[src/rtl/sync_tx.sv]
// Byte-serial command framer: SOF, four payload bytes, optional XOR checksum byte.
// Define SYNC_TX_CHK_EN to append the checksum byte; by default it is left out.
module sync_tx #(
    parameter logic [7:0] SOF       = 8'hA5,
    parameter int         STALL_MAX = 1023
) (
    input  logic        clk_100,
    input  logic        rst,
    input  logic [31:0] cmd_data,
    input  logic [1:0]  cmd_ch,
    input  logic        cmd_valid,
    output logic        cmd_ready,
    input  logic [2:0]  nTF,
    output logic [7:0]  D,
    output logic        nTx,
    output logic [15:0] tx_count,
    output logic        err
);

    localparam int SW = (STALL_MAX < 2) ? 1 : $clog2(STALL_MAX + 1);
    localparam logic [SW-1:0] STALL_LAST = SW'(STALL_MAX - 1);

`ifdef SYNC_TX_CHK_EN
    typedef enum logic [1:0] {ST_IDLE, ST_SOF, ST_PAY, ST_CHK} state_t;
`else
    typedef enum logic [1:0] {ST_IDLE, ST_SOF, ST_PAY} state_t;
`endif

    state_t          state, state_nxt;
    logic [1:0]      idx, idx_nxt;
    logic [SW-1:0]   stall_cnt, stall_nxt;
    logic [31:0]     data_q;
    logic [1:0]      ch_q;
    logic [7:0]      d_nxt, cur_byte;
    logic            ntx_nxt, err_nxt, go;
    logic [15:0]     cnt_nxt;

    assign cmd_ready = (state == ST_IDLE) && !rst;

    // Payload and channel are captured once per frame; they need no reset.
    always_ff @(posedge clk_100) begin
        if (state == ST_IDLE && cmd_valid) begin
            data_q <= cmd_data;
            ch_q   <= cmd_ch;
        end
    end

    always_ff @(posedge clk_100 or posedge rst) begin
        if (rst) begin
            state     <= ST_IDLE;
            idx       <= 2'd0;
            stall_cnt <= '0;
            D         <= 8'h00;
            nTx       <= 1'b1;
            tx_count  <= 16'h0000;
            err       <= 1'b0;
        end else begin
            state     <= state_nxt;
            idx       <= idx_nxt;
            stall_cnt <= stall_nxt;
            D         <= d_nxt;
            nTx       <= ntx_nxt;
            tx_count  <= cnt_nxt;
            err       <= err_nxt;
        end
    end

    always_comb begin
        go = 1'b0;
        case (ch_q)
            2'd0:    go = nTF[0];
            2'd1:    go = nTF[1];
            2'd2:    go = nTF[2];
            default: go = &nTF;
        endcase
    end

    always_comb begin
        cur_byte = D;
        case (state)
            ST_SOF: cur_byte = SOF;
            ST_PAY: begin
                case (idx)
                    2'd0:    cur_byte = data_q[31:24];
                    2'd1:    cur_byte = data_q[23:16];
                    2'd2:    cur_byte = data_q[15:8];
                    default: cur_byte = data_q[7:0];
                endcase
            end
`ifdef SYNC_TX_CHK_EN
            ST_CHK: cur_byte = data_q[31:24] ^ data_q[23:16] ^ data_q[15:8] ^ data_q[7:0];
`endif
            default: cur_byte = D;
        endcase
    end

    always_comb begin
        state_nxt = state;
        idx_nxt   = idx;
        stall_nxt = stall_cnt;
        d_nxt     = D;
        ntx_nxt   = 1'b1;
        cnt_nxt   = tx_count;
        err_nxt   = err;
        if (state == ST_IDLE) begin
            stall_nxt = '0;
            if (cmd_valid) begin
                state_nxt = ST_SOF;
                idx_nxt   = 2'd0;
            end
        end else if (go) begin
            d_nxt     = cur_byte;
            ntx_nxt   = 1'b0;
            stall_nxt = '0;
            case (state)
                ST_SOF: begin
                    state_nxt = ST_PAY;
                    idx_nxt   = 2'd0;
                end
                ST_PAY: begin
                    if (idx == 2'd3) begin
`ifdef SYNC_TX_CHK_EN
                        state_nxt = ST_CHK;
`else
                        state_nxt = ST_IDLE;
                        cnt_nxt   = tx_count + 16'd1;
`endif
                    end else begin
                        idx_nxt = idx + 2'd1;
                    end
                end
`ifdef SYNC_TX_CHK_EN
                ST_CHK: begin
                    state_nxt = ST_IDLE;
                    cnt_nxt   = tx_count + 16'd1;
                end
`endif
                default: state_nxt = ST_IDLE;
            endcase
        end else if (stall_cnt == STALL_LAST) begin
            // This stall cycle is the STALL_MAX-th in a row: give up on the frame.
            state_nxt = ST_IDLE;
            stall_nxt = '0;
            err_nxt   = 1'b1;
        end else begin
            stall_nxt = stall_cnt + 1'b1;
        end
    end

endmodule

[config.mk]
export PLATFORM = sky130hd
export DESIGN_NAME = sync_tx
export DESIGN_NICKNAME = d
export VERILOG_FILES = /design/src/rtl/sync_tx.sv
export SDC_FILE = /design/constraint.sdc
export NUM_CORES = 1
export LEC_CHECK = 0
export CORE_AREA = 2 2 82 92
export CTS_BUF_LIST = sky130_fd_sc_hd__clkbuf_8
export CTS_CLUSTER_DIAMETER = 30
export DETAILED_ROUTE_END_ITERATION = 6
export DIE_AREA = 0 0 84 94
export PLACE_DENSITY = 0.83
export SLEW_MARGIN = 20
export SYNTH_ARGS = -nofsm -noshare
export SYNTH_HDL_FRONTEND = slang
export SYNTH_SLANG_ARGS = --single-unit
export TNS_END_PERCENT = 5
[constraint.sdc]
create_clock -name clk_100 -period 2.16 [get_ports clk_100]
set_input_delay 0.216 -clock clk_100 [delete_from_list [all_inputs] [get_ports clk_100]]
set_output_delay 0.216 -clock clk_100 [all_outputs]
set_load 0.05 [all_outputs]
# --- Word-level counts from Yosys, hierarchy flattened ---
# Cells that the tools add are included.
totals:
  out_inout_bits: 27
  in_bits: 40
  elab_cells: 60
  regBits: 74
op_classes:
  n_reduce_logical: 16
  addsub: 3
  n_mux: 19
  bitwise_logic: 2
  eq_ne: 11
ops:
  columns: ["op", "count"]
  rows:
  - ["10-bit two-way mux", 3]
  - ["8-bit one-hot mux with 3 select lines", 1]
  - ["2-bit two-way mux", 9]
  - ["16-bit by 1-bit adder with 16-bit output, second input constant", 1]
  - ["8-bit one-hot mux with 2 select lines", 1]
  - ["3-bit AND reduction", 4]
  - ["10-bit by 1-bit adder with 10-bit output, second input constant", 1]
  - ["10-bit equality test, second input constant", 1]
  - ["2-bit equality test, second input constant", 4]
  - ["2-bit one-hot mux with 2 select lines", 2]
  - ["4-bit AND reduction", 2]
  - ["2-bit by 1-bit equality test with 1-bit output, second input constant", 3]
  - ["2-bit zero test", 3]
  - ["3-bit nonzero test", 2]
  - ["4-bit inequality test, second input constant", 1]
  - ["2-bit nonzero test", 2]
  - ["3-bit inequality test, second input constant", 1]
  - ["1-bit one-hot mux with 3 select lines", 1]
  - ["2-bit by 1-bit adder with 2-bit output, second input constant", 1]
  - ["1-bit logical AND", 2]
  - ["1-bit two-way mux", 2]
  - ["2-bit inequality test, second input constant", 1]
  - ["1-bit inverter", 2]
  - ["1-bit zero test", 1]

# --- Logic depth before layout (Yosys ltp) ---
depth:
  depth_word: 5
  mapped_depth: 7
  ltp_nobuf: 7

# --- Worst setup path before layout ---
# OpenSTA, ideal clock, no wires.
synth_timing:
  path_kind: "register -> register"
  startpoint: "reg state[0]"
  endpoint: "reg idx[0]"
  required_time_ps: 2032
  stages_incl_launch_ff: 7
  setup_ps: 128
  period_less_slack_ps: 2138
  n_path_buf: 0
  path_slack_ps: 22
  t_arrival_ps: 2010
  cell_sequence: "dfrtp_1 inv_1 ha_1 and2_1 a31oi_1 o21ai_1 o41ai_1"
synth_between:
  elab_chain_len: 4
  word_cells_on_any_way: 11
  cone_classes: "4 x eq/ne; 3 x mux; 4 x reduce/logical"
synth_lines:
  columns: ["item", "line", "rtl"]
  rows:
  - ["from (decl)", "29", "state_t state, state_nxt;"]
  - ["from (signal assigned)", "58", "state <= state_nxt;"]
  - ["2-bit equality test or 2-bit by 1-bit equality test with 1-bit output (tied branches)", "115", "case (state)"]
  - ["2-bit one-hot mux with 2 select lines", "115", null]
  - ["2-bit two-way mux", "111", "end else if (go) begin"]
  - ["2-bit two-way mux", "105", "if (state == ST_IDLE) begin"]
  - ["to (signal assigned)", "59", "idx <= idx_nxt;"]
  - ["to (decl)", "30", "logic [1:0] idx, idx_nxt;"]
# Parallel ways exist; a longest one is shown, timed or not. The select of a mux whose other input is x is not followed.
# A chain may end at the register's enable or synchronous reset.

# --- Final worst setup path ---
layout_timing:
  startpoint: "reg state[1]"
  endpoint: "out cmd_ready"
layout_between:
  elab_chain_len: 2
layout_lines:
  columns: ["item", "line", "rtl"]
  rows:
  - ["2-bit zero test", "38", "assign cmd_ready = (state == ST_IDLE) && !rst;"]
  - ["1-bit logical AND", "38", null]
  - ["to (decl)", "12", "output logic cmd_ready,"]
# No other way between the ends.

==> results by stage <==
Status:
- The run finished with clean final reports.

STA:
- Timing would allow up to 0.509 GHz.
- The setup total negative slack is 0 ns.
- For the pin with the worst max-slew slack, the measured transition is 0.532 ns.
- The final clock skew is 0.00741 ns.
- The minimum clock period after layout is 1.96 ns.
- The total of endpoints with negative setup slack in the final report is 0.
- The max-slew violation total from the final report is 0.
- The final-layout worst hold slack is 0.300 ns.
- Setup repair after global routing left no endpoint under its margin.
- Headroom to the max-slew limit came out at 64.4%.
- The fraction of the cycle the final worst path needs is 90.9%.
- The number of hold-slack violations in the final timing report is 0.

Detailed routing:
- The count of TritonRoute iterations in the first routing pass is 5.
- The via total after detailed routing is 2121.
- The number of DRC violations after detailed routing is 0.
- For this block, the routed nets add up to 6050 um of wire.
- The final antenna-violating net count is 0.
- The first routing iteration left 126 violations.
- The mean routed wirelength per cell is 14.7 um.
- In the routed layout, each cell is associated on average with a via count of 5.15.

Critical path:
- The setup slack of the worst register-to-register path is 0.28 ns.
- The cell family contributing the most delay on the critical path is flip-flops.
- STA classifies the critical path endpoint as an output pin.
- The worst setup path is launched from a register.
- The arrival time reported for the critical path endpoint is 1.75 ns.
- The capture instance of the worst register-to-register path is state[1].
- Walking the worst path, the cells encountered are inv_1, ha_1, inv_1, nor2_1, buf_12.
- The data required time at the worst endpoint is 1.94 ns.
- By startpoint and endpoint, the worst setup path is classified as reg2out.
- The most prevalent standard cell on the critical path is sky130_fd_sc_hd__inv_1.
- The highest fanout seen on the critical path is 6.
- The largest single stage delay on the critical path is 0.43 ns.
- On the critical path, the stage with the largest delay is an instance of sky130_fd_sc_hd__dfrtp_1.
- The startpoint of the lowest-slack register-to-register path is state[1].
- The number of cells on the worst reg-to-reg path is 6.
- The worst path buffer plus inverter count is 3.

CTS:
- The longest clock path from root to sink contains 2 buffers.
- Post-CTS repair changed the size of 0 cells.
- For this design, the sink count on the clock tree is 74.
- The worst-skew pair later-pin latency is 0.36 ns.
- The TritonCTS clock tree is built.
- TritonCTS created 9 clock buffers.
- The H-tree generated during clock tree synthesis spans 3 levels.
- The post-CTS repair timing setup buffer count is 0.
- Clock tree synthesis selected as its root buffer the cell sky130_fd_sc_hd__clkbuf_8.
- The cts-stage hold buffer count is 0.
- The clock slew at the register clock pins of the worst setup and hold paths is 0.08 ns.

Synthesis:
- Synthesis instantiated 44 different standard cells from the library.
- In this run the mean area of a mapped cell was 12.9 um^2.
- The flip-flop and latch count after synthesis is 74.
- Sequential elements use 63.9% of the synthesized area.
- The primary flip-flop cell chosen by synthesis mapping is sky130_fd_sc_hd__dfrtp_1.
- The number of instances in the synthesized netlist is 246.
- The number of nets handed over by synthesis was 298.
- In the synthesized netlist the async set-or-reset flop fraction comes to 54.1%.
- The Yosys step of the flow raised 0 warnings.
- The synthesized netlist occupies a cell area of 3170 um^2.
- Yosys mapped a number of flops with a built-in enable equal to 34.

Worst hold path:
- The path class of the tightest hold or removal check is in2async.

Job:
- The tool flagged a number of max-cap violations equal to 0.

Floorplanning:
- The initial core utilization is 45.7%.
- The count of standard-cell rows is 32.
- The area enclosed by the die boundary is 7900 um^2.
- The count of boundary I/O pins is 67.
- After floorplanning, the core was sized to cover 6930 um^2.
- The die is 94 um tall.
- In this run the horizontal extent of the chip is 84 um.

Cells and area:
- 0 antenna diodes ended up in the layout.
- The layout net count is 374.
- The filler cells instantiated in the layout total 547.
- Once layout is complete, the utilization of the core stands at 60.1%.
- Of the cells placed in the final design, the portion with a size suffix greater than 1 is 9.17%.
- The non-filler instance count after layout is 412.
- The area growth from synthesis to layout is 31.4%.

Power:
- The part of the total power dissipated in sequential elements is 44.9%.
- Of the total power, the clock network draws 25.2%.
- For this design the ratio of total power to cell area is 1010 nW/um^2.
- In this run the static leakage power is 0.00166 uW.
- The combinational share of power is 29.9%.
- The worst ir drop on vdd is 610 uV.
- The switching power is 1440 uW.
- The switching share of power is 34.2%.
- After layout, the design draws a total of 4200 uW.
- The internal portion of the total power is 2770 uW.

Place:
- The instance count after placement with tap cells included is 396.
- The global placement routability congestion is 0.830.
- The count of buffers added on input and output ports is 66.
- Summed over all nets, the half-perimeter wirelength after detailed placement is 4470 um.

GRT:
- The global-route wire length before repair is 10300 um.
- The number of global-route vias before repair was 2231.
- The number of antenna violations at the first check in global routing is 0.
- The combined global-route utilization of all metal layers is 17.0%.
- Entering global routing, the biggest net connects 41 pins.
- The residual overflow from global routing is 0.
[area by class of cell]
class | count | area, um^2 | share of cell area [%]
Sequential cell | 74 | 2020 | 48.6
Tap cell | 85 | 106 | 2.56
Clock buffer | 9 | 124 | 2.98
Inverter | 13 | 48.8 | 1.17
Timing Repair Buffer | 70 | 713 | 17.1
Clock inverter | 7 | 71.3 | 1.71
Multi-Input combinational cell | 154 | 1070 | 25.8
[state kept, by name, summed over array words and instances (netlist names)]
name,flops
err,1
idx,2
tx_count,16
state,2
data_q,32
D,8
nTx,1
stall_cnt,10
ch_q,2
[synthesized netlist by cell type, types with 2 or more instances]
cell	instances	share of area, %
sky130_fd_sc_hd__ha_1	12	4.7
sky130_fd_sc_hd__nand4_1	5	0.99
sky130_fd_sc_hd__and3_1	5	0.99
sky130_fd_sc_hd__nand3_1	8	1.3
sky130_fd_sc_hd__xor2_1	13	3.6
sky130_fd_sc_hd__o22a_1	3	0.83
sky130_fd_sc_hd__nand2b_1	3	0.59
sky130_fd_sc_hd__clkbuf_1	3	0.36
sky130_fd_sc_hd__and4_1	3	0.83
sky130_fd_sc_hd__nand2_1	16	1.9
sky130_fd_sc_hd__inv_2	2	0.24
sky130_fd_sc_hd__edfxtp_1	34	32
sky130_fd_sc_hd__o21ai_0	2	0.32
sky130_fd_sc_hd__xnor2_1	11	3.0
sky130_fd_sc_hd__a222oi_1	8	2.5
sky130_fd_sc_hd__nor3_1	2	0.32
sky130_fd_sc_hd__inv_1	11	1.3
sky130_fd_sc_hd__a31oi_1	2	0.40
sky130_fd_sc_hd__a21oi_1	7	1.1
sky130_fd_sc_hd__o21ai_1	8	1.3
sky130_fd_sc_hd__nor2_1	27	3.2
sky130_fd_sc_hd__dfrtp_1	39	31
[cells by family after synthesis]
logic type      synth area share [%]
fa+ha+maj                       4.74
simple gates                    13.5
xor+xnor                        6.64
buf+inv                         2.17
compound gates                  8.73
flops                           63.9
mux                            0.356
[worst max path at each step]
stage | from | to | slack (ns) | cells past startpoint
finish | state[1] | cmd_ready | 0.20 | 5
global route | state[1] | cmd_ready | 0.09 | 5
detailed placement | nTF[0] | tx_count[1] | 0.11 | 5
global placement | nTF[0] | tx_count[1] | 0.19 | 5
CTS | state[1] | cmd_ready | 0.19 | 5
floorplan | state[0] | idx[0] | 0.02 | 6
[metal layers]
| metal | up-vias | GRT usage [%] | wire, um |
|---|---|---|---|
| li1 | 1032 | - | - |
| met1 | 1010 | 18.7 | 2480 |
| met2 | 64 | 30.1 | 3100 |
| met3 | 15 | 5.71 | 349 |
| met4 | 0 | 7.53 | 129 |
| met5 | - | 0 | 0 |
[power groups by stage]
stage / combinational, uW / clock [uW] / sequential [uW]
2_1_floorplan: 579 / 0 / 2120
5_1_grt: 1370 / 1150 / 1910
6_report: 1260 / 1060 / 1890
4_1_cts: 1270 / 1080 / 1890
3_3_place_gp: 1240 / 0 / 1900
3_5_place_dp: 1260 / 0 / 1920
[tightest hold or removal path, cell delays in order]
cell	delay, ns
sky130_fd_sc_hd__clkdlybuf4s50_1	0.42
sky130_fd_sc_hd__inv_1	0.06
sky130_fd_sc_hd__buf_4	0.41
[metrics by stage]
stage | setup WS (ns) | cell area [um^2]
floorplan | 0.0219 | 3170
global placement | 0.185 | 3970
detailed placement | 0.106 | 3970
CTS | 0.191 | 4160
global route | 0.0862 | 4160
finish | 0.197 | 4160
[layout by cell type, fill, tap and decap left out, types with 5 or more instances in the layout]
master	instances
sky130_fd_sc_hd__a21oi_1	7
sky130_fd_sc_hd__a222oi_1	8
sky130_fd_sc_hd__and3_1	5
sky130_fd_sc_hd__clkbuf_8	9
sky130_fd_sc_hd__clkdlybuf4s50_1	65
sky130_fd_sc_hd__dfrtp_1	39
sky130_fd_sc_hd__edfxtp_1	34
sky130_fd_sc_hd__ha_1	12
sky130_fd_sc_hd__inv_1	12
sky130_fd_sc_hd__nand2_1	16
sky130_fd_sc_hd__nand3_1	8
sky130_fd_sc_hd__nand4_1	5
sky130_fd_sc_hd__nor2_1	27
sky130_fd_sc_hd__o21ai_1	8
sky130_fd_sc_hd__xnor2_1	11
sky130_fd_sc_hd__xor2_1	13
Power figures use the tool's default switching activity.
